[src/rtl/ext_cpu_obi_pkg.sv]
// OBI request/response structures shared by the external CPU system interconnect.
package ext_cpu_obi_pkg;

  typedef struct packed {
    logic        req;
    logic        we;
    logic [3:0]  be;
    logic [31:0] addr;
    logic [31:0] wdata;
  } obi_req_t;

  typedef struct packed {
    logic        gnt;
    logic        rvalid;
    logic [31:0] rdata;
  } obi_resp_t;

endpackage

[src/rtl/ext_cpu_obi_arbiter.sv]
// Round-robin OBI arbiter: N masters share one slave port, responses are routed back
// in order through a small FIFO of granted master indices.
module ext_cpu_obi_arbiter
  import ext_cpu_obi_pkg::*;
#(
  parameter int unsigned NUM_MASTERS     = 2,
  parameter int unsigned MAX_OUTSTANDING = 2
) (
  input  logic      clk_i,
  input  logic      rst_i,
  input  obi_req_t  master_req_i  [NUM_MASTERS],
  output obi_resp_t master_resp_o [NUM_MASTERS],
  output obi_req_t  slave_req_o,
  input  obi_resp_t slave_resp_i,
  output logic      err_o
);

  localparam int unsigned IdxW = (NUM_MASTERS > 1) ? $clog2(NUM_MASTERS) : 1;
  localparam int unsigned PtrW = (MAX_OUTSTANDING > 1) ? $clog2(MAX_OUTSTANDING) : 1;
  localparam int unsigned CntW = $clog2(MAX_OUTSTANDING + 1);

  logic [IdxW-1:0] rr_ptr_q, locked_idx_q;
  logic            lock_q, err_q;
  logic [IdxW-1:0] id_q [MAX_OUTSTANDING];
  logic [PtrW-1:0] wr_ptr_q, rd_ptr_q;
  logic [CntW-1:0] count_q;

  logic [IdxW-1:0] sel, cand, head;
  logic            found, can_issue, fwd_req, hs, pop;

  function automatic logic [PtrW-1:0] ptr_inc(input logic [PtrW-1:0] p);
    return (p == PtrW'(MAX_OUTSTANDING - 1)) ? '0 : p + 1'b1;
  endfunction

  // A response arriving this cycle frees a slot for a new grant in the same cycle.
  assign can_issue = (count_q < CntW'(MAX_OUTSTANDING)) ||
                     (slave_resp_i.rvalid && (count_q == CntW'(MAX_OUTSTANDING)));
  assign pop  = slave_resp_i.rvalid && (count_q != '0);
  assign head = id_q[rd_ptr_q];
  assign hs   = fwd_req && slave_resp_i.gnt;

  always_comb begin
    sel   = rr_ptr_q;
    cand  = '0;
    found = 1'b0;
    if (lock_q) begin
      sel = locked_idx_q;
    end else begin
      for (int unsigned i = 0; i < NUM_MASTERS; i++) begin
        cand = IdxW'((32'(rr_ptr_q) + i) % NUM_MASTERS);
        if (!found && master_req_i[cand].req) begin
          found = 1'b1;
          sel   = cand;
        end
      end
    end
  end

  always_comb begin
    fwd_req         = master_req_i[sel].req && can_issue;
    slave_req_o     = master_req_i[sel];
    slave_req_o.req = fwd_req;
  end

  always_comb begin
    for (int unsigned m = 0; m < NUM_MASTERS; m++) begin
      master_resp_o[m] = '0;
    end
    master_resp_o[sel].gnt = hs;
    if (pop) begin
      master_resp_o[head].rvalid = 1'b1;
      master_resp_o[head].rdata  = slave_resp_i.rdata;
    end
  end

  always_ff @(posedge clk_i) begin
    if (rst_i) begin
      rr_ptr_q     <= '0;
      lock_q       <= 1'b0;
      locked_idx_q <= '0;
      wr_ptr_q     <= '0;
      rd_ptr_q     <= '0;
      count_q      <= '0;
      err_q        <= 1'b0;
    end else begin
      if (hs) begin
        id_q[wr_ptr_q] <= sel;
        wr_ptr_q       <= ptr_inc(wr_ptr_q);
        rr_ptr_q       <= (sel == IdxW'(NUM_MASTERS - 1)) ? '0 : sel + 1'b1;
        lock_q         <= 1'b0;
      end else if (fwd_req) begin
        // Hold the selection until granted so the slave sees a stable address phase.
        lock_q       <= 1'b1;
        locked_idx_q <= sel;
      end
      if (pop) begin
        rd_ptr_q <= ptr_inc(rd_ptr_q);
      end
      count_q <= count_q + CntW'(hs) - CntW'(pop);
      if (slave_resp_i.rvalid && (count_q == '0)) begin
        err_q <= 1'b1;
      end
    end
  end

  assign err_o = err_q;

endmodule

[config.mk]
export PLATFORM = sky130hd
export DESIGN_NAME = ext_cpu_obi_arbiter
export DESIGN_NICKNAME = d
export VERILOG_FILES = /design/src/rtl/ext_cpu_obi_pkg.sv /design/src/rtl/ext_cpu_obi_arbiter.sv
export SDC_FILE = /design/constraint.sdc
export NUM_CORES = 1
export LEC_CHECK = 0
export CORE_AREA = 8 8 117 119
export DETAILED_ROUTE_END_ITERATION = 6
export DIE_AREA = 0 0 125 127
export DONT_BUFFER_PORTS = 1
export PLACE_DENSITY_LB_ADDON = 0.3
export RECOVER_POWER = 100
export SKIP_LAST_GASP = 1
export SLEW_MARGIN = 25
export SYNTH_ARGS = -nofsm -noshare
export SYNTH_HDL_FRONTEND = slang
export SYNTH_SLANG_ARGS = --single-unit
[constraint.sdc]
create_clock -name clk_i -period 2.3 [get_ports clk_i]
set_input_delay 0.345 -clock clk_i [delete_from_list [all_inputs] [get_ports clk_i]]
set_output_delay 0.345 -clock clk_i [all_outputs]
set_load 0.1 [all_outputs]
==> reports/results.ini, run 1 <==
[pwr]
p_per_area_nw_per_um2 = 1149
power_mw = 5.031
p_leak_nw = 1.853
worst_ir_drop_vdd_v = 0.0004514

[critical_path]
cp-end-kind = output port
worst_ep_required_time_ps = 1960
r2r-end = count_q[1]
start_kind = flop
crit_fanout = 44
critPathKind = flop to output port
reg2reg_depth = 10
crit_path_end = slave_req_o[59]
arrival_ps = 1910
crit_path_start = lock_q
rrSetupSlack_ps = 240
r2r_start = locked_idx_q

[placed_design]
io_buffers = 0
placed_area_sq_um = 4437
place_congestion = 0.8308
place.detailed.hpwl_mm = 10.35

[timing]
worst_pin_slew_ps = 1295
fmax_mhz = 443.8
finalCritPeriodShare_pct = 97.98
hold_viol = 0
drv_slew = 0
rsz0062_at_grt = true
fin_setup_tns_ps = 0
period_needed_ps = 2253
holdWs_ps = 174.6
setup_viol = 0
maxSlewHeadroom_pct = 13.66
fin_skew_ps = 3.251

[clock_tree]
cts_tree = done
clockBufferDepth = 2
clock_sinks = 11
clock_latency_ps = 240
hold_buffers = 0
cts_buffers = 3
clk_pin_slew_worst_paths_ps = 40
root_buffer = clkbuf_16
htree_levels = 1

[final_layout]
diodes = 0
drive_gt1_share_pct = 61.98
fin_area_sq_um = 4379
nets = 513
n_fill_cell = 1159
regArea_sq_um = 240.2
final_util_pct = 37.08
multi_input_area_sq_um = 1494
synthToLayoutAreaGrowth_pct = 138.9

[yosys]
synth_edf_count = 2
ys_seq_area_share_pct = 13.11
syn_inst = 205
synth_top_area_share_pct = 38.70
synth_area_per_cell_sq_um = 8.942
ys.flop_type = dfxtp_1
synth_fp_nets = 383
syn_area_sq_um = 1833
synth_area_leader_cell = mux2_2
synth-seq-cells = 11
yosys_warnings = 0
synth_area_leaders = mux2_2 (39%), and2_1 (22%), dfxtp_1 (9.8%)
synth.most_common_cell = and2_1
yosysUniqueCellTypes = 34
ys_async_sr_fraction_pct = 0
ys_top_cells_by_count = and2_1 (64), mux2_2 (63), dfxtp_1 (9), nor2_1 (8)

[floorplan]
io_pins = 315
initial_core_util_pct = 15.52
std_cell_rows = 40
dieArea_sq_um = 15880
core_area_sq_um = 11810
dieHeight_um = 127
dieWidth_um = 125

[route]
drt_iter0_drc = 41
drt_pre_antenna_iters = 4
post-route-drc-count = 0
routedWlPerCell_um = 23.19
routed_wirelength_mm = 11.15
via_per_inst = 4.335
via_count = 2085
final_antenna_net_count = 0

[global_routing]
track_usage_pct = 12.89
antenna_found_initial = 1
grt_max_degree = 45
grt_pass1_wl_mm = 15.82
grt_remaining_overflow = 0
grt_pass1_vias = 2334

[flow_run]
cap_violations = 0

[outcome]
status = finished, final reports clean

[min_path]
hold_path_class = input pin to flop

cells in the final DEF (no fill, tap or decap), types with 2 or more instances in the layout:
master       n
and2_1      23
nand2_1      3
ha_1         2
clkbuf_16    3
mux2_1      25
o21ai_0      2
buf_4       14
dfxtp_1      9
clkbuf_4     5
xor2_1       2
mux2_2      44
buf_12     101
edfxtp_1     2
and2_2      17
buf_8        4
buf_6        9
inv_1        5
and2_0      24
a21oi_1      3
clkbuf_2     5
nor2_1       7
mux2i_1      2
clkbuf_1     2
worst min path at each step:
stage	startpoint	endpoint	slack, ps	depth (start not counted)
floorplan	wr_ptr_q	wr_ptr_q	470	2
global placement	rst_i	wr_ptr_q	420	1
detailed placement	rst_i	count_q[1]	420	1
CTS	rst_i	count_q[1]	170	1
global route	rst_i	count_q[1]	170	1
finish	rst_i	count_q[1]	170	1
critical path, cell delays in order, from the launching register on:
cell and delay, ps:
dfxtp_1 460, nand2_1 190, o31ai_4 130, buf_12 260, mux2_2 410, buf_12 180
where the power goes:
group	internal, mW	switching, mW
clock network	0.232	0.0841
registers	0.245	0.0399
logic	1.37	3.06
routing by layer:
metal	track usage, %	vias up	wire [um]
met5	0	-	9
met3	7.238	7	1599
li1	-	959	-
met2	24.29	187	5988
met4	4.011	2	118
met1	11.50	930	3437
area by class of cell:
| class | instances | share of cell area (%) |
|---|---|---|
| repair buffers | 140 | 53.89 |
| multi-input cells | 173 | 34.11 |
| flip-flops and latches | 11 | 5.486 |
| well taps | 147 | 4.200 |
| clock buffers | 4 | 1.800 |
| inverters | 6 | 0.5143 |
through the flow:
step	worst slack [ps]	cells
final	46.55	481
after global routing	-20.21	481
after CTS	4.090	480
after detailed placement	238.1	476
after global placement	275.6	476
after floorplan	68.22	205
kinds of logic after synthesis:
family | synth area share (%)
and+or+nand+nor | 26.48
muxes | 43.48
buffers and inverters | 7.373
AOI/OAI and AO/OA | 6.758
DFF | 13.11
xor gates and xnor gates | 1.434
adders and majority gates | 1.365
flip-flops by register name, summed over array words and instances, names as in the netlist, named ones only:
register and cells:
rd_ptr_q 1, count_q 2, id_q 2, err_o 1, lock_q 1, rr_ptr_q 1, wr_ptr_q 1, locked_idx_q 1
timing repair:
| action | 4_1_cts | 5_1_grt |
|---|---|---|
| endpoints found under the hold margin | 0 | 0 |
| setup endpoints to repair | 0 | 40 |
| buffers inserted | 0 | 1 |
| resized for setup | 0 | 1 |
Note: power is estimated with default switching activity, not from simulation.
==> run 2: changes to the inputs <==
--- a/config.mk
+++ b/config.mk
@@ -9,7 +9,6 @@
 export DETAILED_ROUTE_END_ITERATION = 6
 export DIE_AREA = 0 0 125 127
 export DONT_BUFFER_PORTS = 1
-export PLACE_DENSITY_LB_ADDON = 0.3
 export RECOVER_POWER = 100
 export SKIP_LAST_GASP = 1
 export SLEW_MARGIN = 25
==> reports/results.ini, run 2 (synthesized netlist as in run 1, its figures left out) <==
[min_path]
hold_path_class = input pin to flop

[route]
via_per_inst = 4.375  ; +0.94%
drt_pre_antenna_iters = 4  ; unchanged
routedWlPerCell_um = 24.67  ; +6.4%
final_antenna_net_count = 0  ; unchanged
post-route-drc-count = 0  ; unchanged
via_count = 1947  ; -6.6%
drt_iter0_drc = 54  ; +32%
routed_wirelength_mm = 10.98  ; -1.6%

[clock_tree]
cts_tree = done
clockBufferDepth = 2  ; unchanged
clock_sinks = 11  ; unchanged
clock_latency_ps = 240  ; about the same
clk_pin_slew_worst_paths_ps = 40  ; about the same
htree_levels = 1  ; unchanged
root_buffer = clkbuf_16
cts_buffers = 3  ; unchanged

[timing]
fin_setup_tns_ps = 0  ; unchanged
rsz0062_at_grt = true
finalCritPeriodShare_pct = 98.52  ; +0.54 points
drv_slew = 0  ; unchanged
hold_viol = 0  ; unchanged
worst_pin_slew_ps = 1203  ; -92.45 ps
maxSlewHeadroom_pct = 19.82  ; +6.2 points
setup_viol = 0  ; unchanged
fin_skew_ps = 3.756  ; +0.5050 ps
fmax_mhz = 441.3  ; -0.55%
period_needed_ps = 2266  ; +12.41 ps

[pwr]
p_per_area_nw_per_um2 = 1314  ; +14%
p_leak_nw = 1.446  ; -22%
worst_ir_drop_vdd_v = 0.0006796  ; +51%

[placed_design]
place.detailed.hpwl_mm = 9.947  ; -3.9%
io_buffers = 0  ; unchanged
place_congestion = 0.7979  ; -4.0%

[final_layout]
synthToLayoutAreaGrowth_pct = 87.30
layout_commonest_cell = mux2_2
final_cell_mix = mux2_2 (46), buf_12 (44), and2_0 (30), buf_4 (29), mux2_1 (22)
diodes = 0  ; unchanged
nets = 477  ; -7.0%
final_util_pct = 29.07  ; -8.0 points
top_regs = count_q x2, id_q x2
drive_gt1_share_pct = 58.05  ; -3.9 points

[global_routing]
grt_pass1_vias = 2173  ; -6.9%
grt_pass1_wl_mm = 15.01  ; -5.1%
grt_max_degree = 36  ; -20%
grt_remaining_overflow = 0  ; unchanged
track_usage_pct = 12.23  ; -0.66 points
antenna_found_initial = 0  ; -1

[floorplan]
core_area_sq_um = 11810  ; unchanged
dieArea_sq_um = 15880  ; unchanged
initial_core_util_pct = 15.52  ; unchanged
std_cell_rows = 40  ; unchanged
dieWidth_um = 125  ; unchanged
io_pins = 315  ; unchanged
dieHeight_um = 127  ; unchanged

[critical_path]
cp-end-kind = output port
critPathKind = flop to output port
worst_ep_required_time_ps = 1960  ; about the same
slowest_delay_ps = 590  ; +130 ps
arrival_ps = 1920  ; about the same
crit_chain = nor2_1 -> o31ai_4 -> buf_4 -> buf_12 -> mux2_2
crit_fanout = 35  ; -20%
crit_slowest_cell = mux2_2
start_kind = flop

[flow_run]
cap_violations = 0  ; unchanged

[outcome]
status = finished, final reports clean

run 2: cell types whose count changed in the layout (fill, tap and decap cells not counted), moves of 3 or more:
cell | previous run | this run
buf_4 | 14 | 29
and2_1 | 23 | 18
and2_0 | 24 | 30
mux2_1 | 25 | 22
buf_6 | 9 | 21
buf_12 | 101 | 44
run 2: power by group:
group	switching, mW	leakage, nW	total, mW	internal [mW]
clock network	0.0804	0.0382	0.313	0.232
logic	2.98	1.31	3.91	0.936
registers	0.0393	0.0932	0.285	0.246
total	3.10	1.45	4.51	1.41
run 2: per-stage QoR:
stage	cells	area, sq um	power [mW]	hold WS [ps]	setup WS [ps]
6_report	445	3433	4.510	175.8	34.14
5_1_grt	445	3433	4.634	174.4	-17.67
4_1_cts	444	3627	4.688	171.3	47.07
3_5_place_dp	436	3498	4.326	420.0	143.7
3_3_place_gp	436	3498	4.287	417.7	174.6
2_1_floorplan	205	1858	3.382	466.9	68.22
run 2: repair_timing:
| action | in CTS | in global routing |
|---|---|---|
| setup buffers | 3 | 0 |
| setup endpoints to repair | 69 | 66 |
| hold endpoints to repair | 0 | 0 |
| pin swaps | 1 | 0 |
| hold buffers | 0 | 0 |
| gates resized for setup | 1 | 2 |
| cloned | 1 | 1 |
run 2: critical path, delay by kind of cell, from the launching register on:
kind            cells  cell delay, ps
compound gates      1             230
buf+inv             2             360
flops               1             380
mux                 1             590
simple gates        1             100
run 2: per-layer routing:
layer | part of all wire (%) | GRT usage, % | up-vias | wire length [um]
li1 | - | - | 889 | -
met1 | 30 | 10.69 | 871 | 3344
met2 | 53 | 23.65 | 181 | 5837
met3 | 15 | 7.321 | 6 | 1672
met4 | 1.1 | 2.292 | 0 | 122
met5 | 0 | 0 | - | 0
run 2: cell type report:
type	count	area [sq um]
flip-flops and latches	11	241.5
clock buffers	4	78.83
well taps	147	183.9
repair buffers	104	1410
multi-input cells	173	1496
inverters	6	22.52
fillers	1221	8378
run 2: worst paths after layout:
path	endpoint	startpoint	cells past startpoint	slack [ps]
worst min register to register	wr_ptr_q	wr_ptr_q	2	500
worst min-delay path	err_o	rst_i	1	180
worst max register to register	count_q[1]	locked_idx_q	10	220
worst max-delay path	slave_req_o[27]	rr_ptr_q	5	30
